$ cat src/rtl/piece_randomizer.sv
// piece_randomizer: bag-shuffled piece generator (Galois LFSR) feeding a FIFO with a preview window.
// Optional hold slot: define PIECE_HOLD_EN.
module piece_randomizer #(
   parameter int          NUM_TYPES = 7,
   parameter int          TYPE_W    = 3,
   parameter int          DEPTH     = 14,
   parameter int          PREVIEW   = 3,
   parameter int          MAX_TRIES = 8,
   parameter logic [15:0] SEED      = 16'hACE1
) (
   input  logic                       clk,
   input  logic                       nreset,
   input  logic                       pop,
   input  logic                       reseed,
   input  logic [15:0]                seed_in,
`ifdef PIECE_HOLD_EN
   input  logic                       hold_req,
   output logic                       held_valid,
   output logic [TYPE_W-1:0]          held_piece,
`endif
   output logic                       next_valid,
   output logic [TYPE_W-1:0]          next_piece,
   output logic [PREVIEW*TYPE_W-1:0]  preview,
   output logic [PREVIEW-1:0]         preview_valid,
   output logic [$clog2(DEPTH+1)-1:0] count,
   output logic                       bag_done
);
   localparam int CW    = $clog2(DEPTH+1);
   localparam int TRW   = $clog2(MAX_TRIES+1);
   localparam int NCAND = 2**TYPE_W;

   typedef enum logic {GEN, FULL} state_t;
   state_t state, state_nxt;

   logic [15:0]          lfsr, lfsr_step;
   logic [TYPE_W-1:0]    fifo [DEPTH];
   logic [NUM_TYPES-1:0] used, used_set, used_nxt;
   logic [NCAND-1:0]     used_pad;
   logic [TRW-1:0]       tries, tries_nxt;
   logic [TYPE_W-1:0]    cand, fallback, push_val;
   logic [CW-1:0]        wr_idx;
   logic                 push, do_pop, accept, found, bag_wrap;

   assign lfsr_step = {1'b0, lfsr[15:1]} ^ (lfsr[0] ? 16'hB400 : 16'h0000);
   assign cand      = lfsr[TYPE_W-1:0];
   assign used_pad  = NCAND'(used);
   assign accept    = (32'(cand) < 32'(NUM_TYPES)) && !used_pad[cand];
   assign next_valid = (count != '0);

   always_comb begin
      fallback = '0;
      found    = 1'b0;
      for (int unsigned i = 0; i < NUM_TYPES; i++) begin
         if (!used[i] && !found) begin
            fallback = TYPE_W'(i);
            found    = 1'b1;
         end
      end
   end

   always_comb begin
      state_nxt = state;
      push      = 1'b0;
      push_val  = cand;
      tries_nxt = tries;
      case (state)
         GEN: begin
            if (count == CW'(DEPTH)) begin
               state_nxt = FULL;
            end else if (accept) begin
               push      = 1'b1;
               tries_nxt = '0;
            end else if (tries == TRW'(MAX_TRIES-1)) begin
               push      = 1'b1;
               push_val  = fallback;
               tries_nxt = '0;
            end else begin
               tries_nxt = tries + 1'b1;
            end
         end
         FULL: if (count != CW'(DEPTH)) state_nxt = GEN;
         default: state_nxt = GEN;
      endcase
   end

   assign used_set = used | (NUM_TYPES'(1) << push_val);
   assign bag_wrap = push && (&used_set);
   assign used_nxt = push ? (bag_wrap ? '0 : used_set) : used;

`ifdef PIECE_HOLD_EN
   logic hold_go, hold_take, hold_swap;
   assign hold_go   = hold_req && next_valid;
   assign hold_take = hold_go && !held_valid;
   assign hold_swap = hold_go && held_valid;
   assign do_pop    = next_valid && (hold_go ? hold_take : pop);
`else
   assign do_pop    = pop && next_valid;
`endif

   // Shift-down FIFO: head is always fifo[0] and unoccupied slots stay zero.
   assign wr_idx = do_pop ? count - 1'b1 : count;

   always_ff @(posedge clk) begin
      if (!nreset) begin
         state    <= GEN;
         lfsr     <= SEED;
         count    <= '0;
         used     <= '0;
         tries    <= '0;
         bag_done <= 1'b0;
         for (int unsigned i = 0; i < DEPTH; i++) fifo[i] <= '0;
`ifdef PIECE_HOLD_EN
         held_valid <= 1'b0;
         held_piece <= '0;
`endif
      end else if (reseed) begin
         state    <= GEN;
         lfsr     <= (seed_in == 16'h0000) ? SEED : seed_in;
         count    <= '0;
         used     <= '0;
         tries    <= '0;
         bag_done <= 1'b0;
         for (int unsigned i = 0; i < DEPTH; i++) fifo[i] <= '0;
`ifdef PIECE_HOLD_EN
         held_valid <= 1'b0;
`endif
      end else begin
         state    <= state_nxt;
         lfsr     <= lfsr_step;
         tries    <= tries_nxt;
         used     <= used_nxt;
         bag_done <= bag_wrap;
         case ({push, do_pop})
            2'b10:   count <= count + 1'b1;
            2'b01:   count <= count - 1'b1;
            default: count <= count;
         endcase
         if (do_pop) begin
            for (int unsigned i = 0; i + 1 < DEPTH; i++) fifo[i] <= fifo[i+1];
            fifo[DEPTH-1] <= '0;
         end
         if (push) fifo[wr_idx] <= push_val;
`ifdef PIECE_HOLD_EN
         if (hold_take) begin
            held_valid <= 1'b1;
            held_piece <= fifo[0];
         end
         if (hold_swap) begin
            fifo[0]    <= held_piece;
            held_piece <= fifo[0];
         end
`endif
      end
   end

   assign next_piece = fifo[0];

   always_comb begin
      preview       = '0;
      preview_valid = '0;
      for (int unsigned i = 0; i < PREVIEW; i++) begin
         preview[i*TYPE_W +: TYPE_W] = fifo[i];
         preview_valid[i]            = (count > CW'(i));
      end
   end
endmodule
$ cat config.mk
export PLATFORM = sky130hd
export DESIGN_NAME = piece_randomizer
export DESIGN_NICKNAME = d
export VERILOG_FILES = /design/src/rtl/piece_randomizer.sv
export SDC_FILE = /design/constraint.sdc
export NUM_CORES = 1
export LEC_CHECK = 0
export CORE_MARGIN = 2
export CORE_UTILIZATION = 25
export DETAILED_ROUTE_END_ITERATION = 12
export GPL_ROUTABILITY_DRIVEN = 0
export PLACE_DENSITY = 0.41
export SYNTH_ARGS = -nofsm -noshare
export SYNTH_HDL_FRONTEND = slang
export SYNTH_SLANG_ARGS = --single-unit
export TNS_END_PERCENT = 100
$ cat constraint.sdc
create_clock -name clk -period 2.9 [get_ports clk]
set_clock_uncertainty 0.05 [all_clocks]
set_input_delay 0.29 -clock clk [delete_from_list [all_inputs] [get_ports clk]]
set_output_delay 0.29 -clock clk [all_outputs]
set_load 0.03 [all_outputs]
==> qor.csv <==
metric,value,unit
crit_path_max_fanout,5,
synthMuxAreaShare,14.8,%
die_w,133,um
pre_cts_ws,0.188,ns
syn_inst,394,
rsz0062_at_grt,no,
cts_buffers,9,
io_pins,41,
swShare,28.1,%
fmax,0.371,GHz
async_reset_ff_share,0,%
syn_nets,420,
worstSetupPathDepth,8,
grt_pass1_wl,16200,um
cp.required,2.90,ns
relSlewSlack,59.2,%
yosys_warnings,0,
ys_ff_latch,75,
mostFrequentLayoutCells,"nand2_1, mux2i_1, edfxtp_1, clkdlybuf4s50_1, dfxtp_1",
synth_top_family_by_area,simple AND/OR/NAND/NOR gates,
viasPerCell,4.49,
multi_input_comb_area,2050,um^2
power_switching,0.000811,W
p_seq_share,42.5,%
setup_slack,0.207,ns
clk_latency,0.34,ns
drt_iter0_drc,133,
synth.avg_cell_area,10.5,um^2
r2r-end,fifo[2][2]$_DFFE_PP_,
root_buffer,clkbuf_16,
antenna_found_initial,0,
antennaDiodeCount,0,
worstRegToRegCells,8,
leakagePower,2.10,nW
hpwl,6690,um
regArea,1930,um^2
slowest_delay,0.50,ns
whs_path_depth,1,
final-hold-violation-count,0,
nFillCells,1664,
synth_fa_ha_area_share,1.81,%
start_kind,flop,
cpMaxStageDelayCell,nor4_4,
worst_pin_slew,0.606,ns
drc,0,
maxCapViolCount,0,
synth_top_area_share,30.4,%
clk_path_buf_depth,2,
design_area,5200,um^2
layout-drive-gt1-share,17.3,%
arrival,2.70,ns
post_dp_cell_area,4880,um^2
pwr_density_cell,556,nW/um^2
cp_cell_sequence,mux2_4 > o221ai_2 > and2_1 > o21a_4 > inv_2 > nor4_4 > nand2_2 > nand2_1,
reg2reg_slack,0.21,ns
r2r-start,lfsr[1]$_SDFF_PN0_,
synth_edf_count,42,
clock_sinks,75,
rows,47,
grt_pass1_vias,3162,
overflow,0,
fp.dieH,133,um
finalNetCount,472,
hp-class,flop to flop,
netlist_top_cells_area,"edfxtp_1, dfxtp_1, mux2i_1",
h-tree-depth,3,
setup_viol,0,
area.growth.synth_to_final,25.4,%
status,finished clean,
setup_tns,0,ns
post-synth-top-area-cell,edfxtp_1,
cp_num_buf_inv,1,
track_usage,11.6,%
synthSimpleGateAreaFrac,19.6,%
synth-seq-area-share,46.4,%
synth-compound-area-share,11.7,%
critPathKind,flop to flop,
final_antenna_net_count,0,
combinationalPowerShare,17.6,%
coreArea,16400,um^2
numPortBuffers,40,
layout.cells.most_common,nand2_1,
pwr-share-clk,39.9,%
cts_tree,built,
crit_family,simple AND/OR/NAND/NOR gates,
hold_path_end,lfsr[7]$_SDFF_PN1_,
start_util,25.3,%
end_kind,flop,
syn_area,4150,um^2
internal_power,0.00208,W
holdCritStartpoint,lfsr[8]$_SDFF_PN0_,
period_minus_slack,2.69,ns
post-route-util,31.7,%
dieArea,17600,um^2
holdBufCountCts,0,
synth_top_flop_cell,edfxtp_1,
finalWirelength,9480,um
finalMaxSlewViolations,0,
grt_max_degree,40,
finalCritPeriodShare,92.9,%
num_vias,3014,
first_pass_iters,4,
cts.clk_slew.worst_paths,0.07,ns
ir_drop,0.267,mV
synthDistinctLibCells,59,
wire_per_inst,14.1,um
synth_xor_area_share,1.48,%
## power by group through the flow
| stage | clock network (W) | logic (W) | registers [W] |
|---|---|---|---|
| floorplan | 0 | 0.000298 | 0.00128 |
| global placement | 0 | 0.000515 | 0.00125 |
| detailed placement | 0 | 0.000513 | 0.00125 |
| CTS | 0.00118 | 0.000515 | 0.00123 |
| global route | 0.00124 | 0.000557 | 0.00124 |
| finish | 0.00116 | 0.000509 | 0.00123 |
## sequential cells by signal (all words and copies together), names as in the netlist
name / flops
count: 4
bag_done: 1
used: 7
lfsr: 16
state: 1
tries: 4
fifo: 42
## Yosys cell counts, types with 2 or more instances
master,instances
or2_1,4
a21oi_1,14
or3_1,2
mux2i_1,50
nand2b_1,6
mux2_4,2
xor2_1,5
mux2i_4,2
o21ai_1,3
buf_4,5
buf_6,3
nand2_2,12
mux2_2,2
nand3_1,10
nor4_4,3
buf_2,5
nor2_1,16
a21o_1,2
nor3_1,4
nand3b_1,2
o22a_1,8
a22oi_1,2
nor4_1,5
inv_2,2
nand4_1,8
dfxtp_1,33
inv_1,6
a31oi_1,5
xnor2_1,2
o21ai_0,8
o31ai_1,2
edfxtp_1,42
and2_1,3
ha_1,6
nor2b_1,9
clkbuf_1,12
nand2_1,67
## kinds of logic (layout without fill, tap and decap cells)
| kind of cell | count (synthesis) | in the layout |
|---|---|---|
| AO/OA/AOI/OAI | 60 | 60 |
| XOR/XNOR | 7 | 7 |
| adder cells (fa/ha/maj) | 6 | 6 |
| buffers and inverters | 34 | 91 |
| flip-flops | 75 | 75 |
| multiplexers | 57 | 57 |
| AND/OR/NAND/NOR | 155 | 155 |
## how the worst max path moves through the flow
stage	start	end	slack (ns)
finish	lfsr[1]$_SDFF_PN0_	fifo[2][2]$_DFFE_PP_	0.21
global route	lfsr[1]$_SDFF_PN0_	fifo[3][0]$_DFFE_PP_	0.007
CTS	count[0]$_SDFFE_PP0P_	used[3]$_SDFFE_PP0P_	0.17
detailed placement	count[0]$_SDFFE_PP0P_	used[3]$_SDFFE_PP0P_	0.19
global placement	count[0]$_SDFFE_PP0P_	used[5]$_SDFFE_PP0P_	0.25
floorplan	count[0]$_SDFFE_PP0P_	used[0]$_SDFFE_PP0P_	0.02
## metrics by stage
stage / instances / hold WS [ns] / total power [W]
after CTS: 669 / 0.418 / 0.00293
after detailed placement: 653 / 0.407 / 0.00176
after floorplan: 394 / 0.359 / 0.00158
after global routing: 671 / 0.440 / 0.00303
final: 671 / 0.411 / 0.00289
after global placement: 653 / 0.398 / 0.00177
## layout make-up
class,instances,share of cell area [%]
Inverter,8,0.578
Timing Repair Buffer,67,11.8
Tap cell,220,5.30
Clock inverter,6,1.37
Multi-Input combinational cell,285,39.5
Clock buffer,10,4.41
Sequential cell,75,37.0
## layer usage
| metal | global-route usage [%] | vias to the layer above | part of all wire (%) |
|---|---|---|---|
| met5 | 0 | - | 0 |
| met4 | 4.06 | 0 | 1.3 |
| met3 | 3.60 | 11 | 4.4 |
| met2 | 17.6 | 60 | 44 |
| met1 | 15.6 | 1420 | 50 |
| li1 | - | 1523 | - |
## what timing repair did
action                                  in CTS  in global routing
endpoints found under the setup margin       0                  8
buffers inserted                             0                  2
hold endpoints to repair                     0                  0
resized for setup                            0                  0
## worst register-to-register path, delay by kind of cell, from the launching register on
family          cells  cell delay, ns
simple gates        4            1.10
mux                 1            0.33
buf+inv             1            0.08
flops               1            0.43
compound gates      2            0.40
No activity file was read; power rests on OpenSTA's default activity.
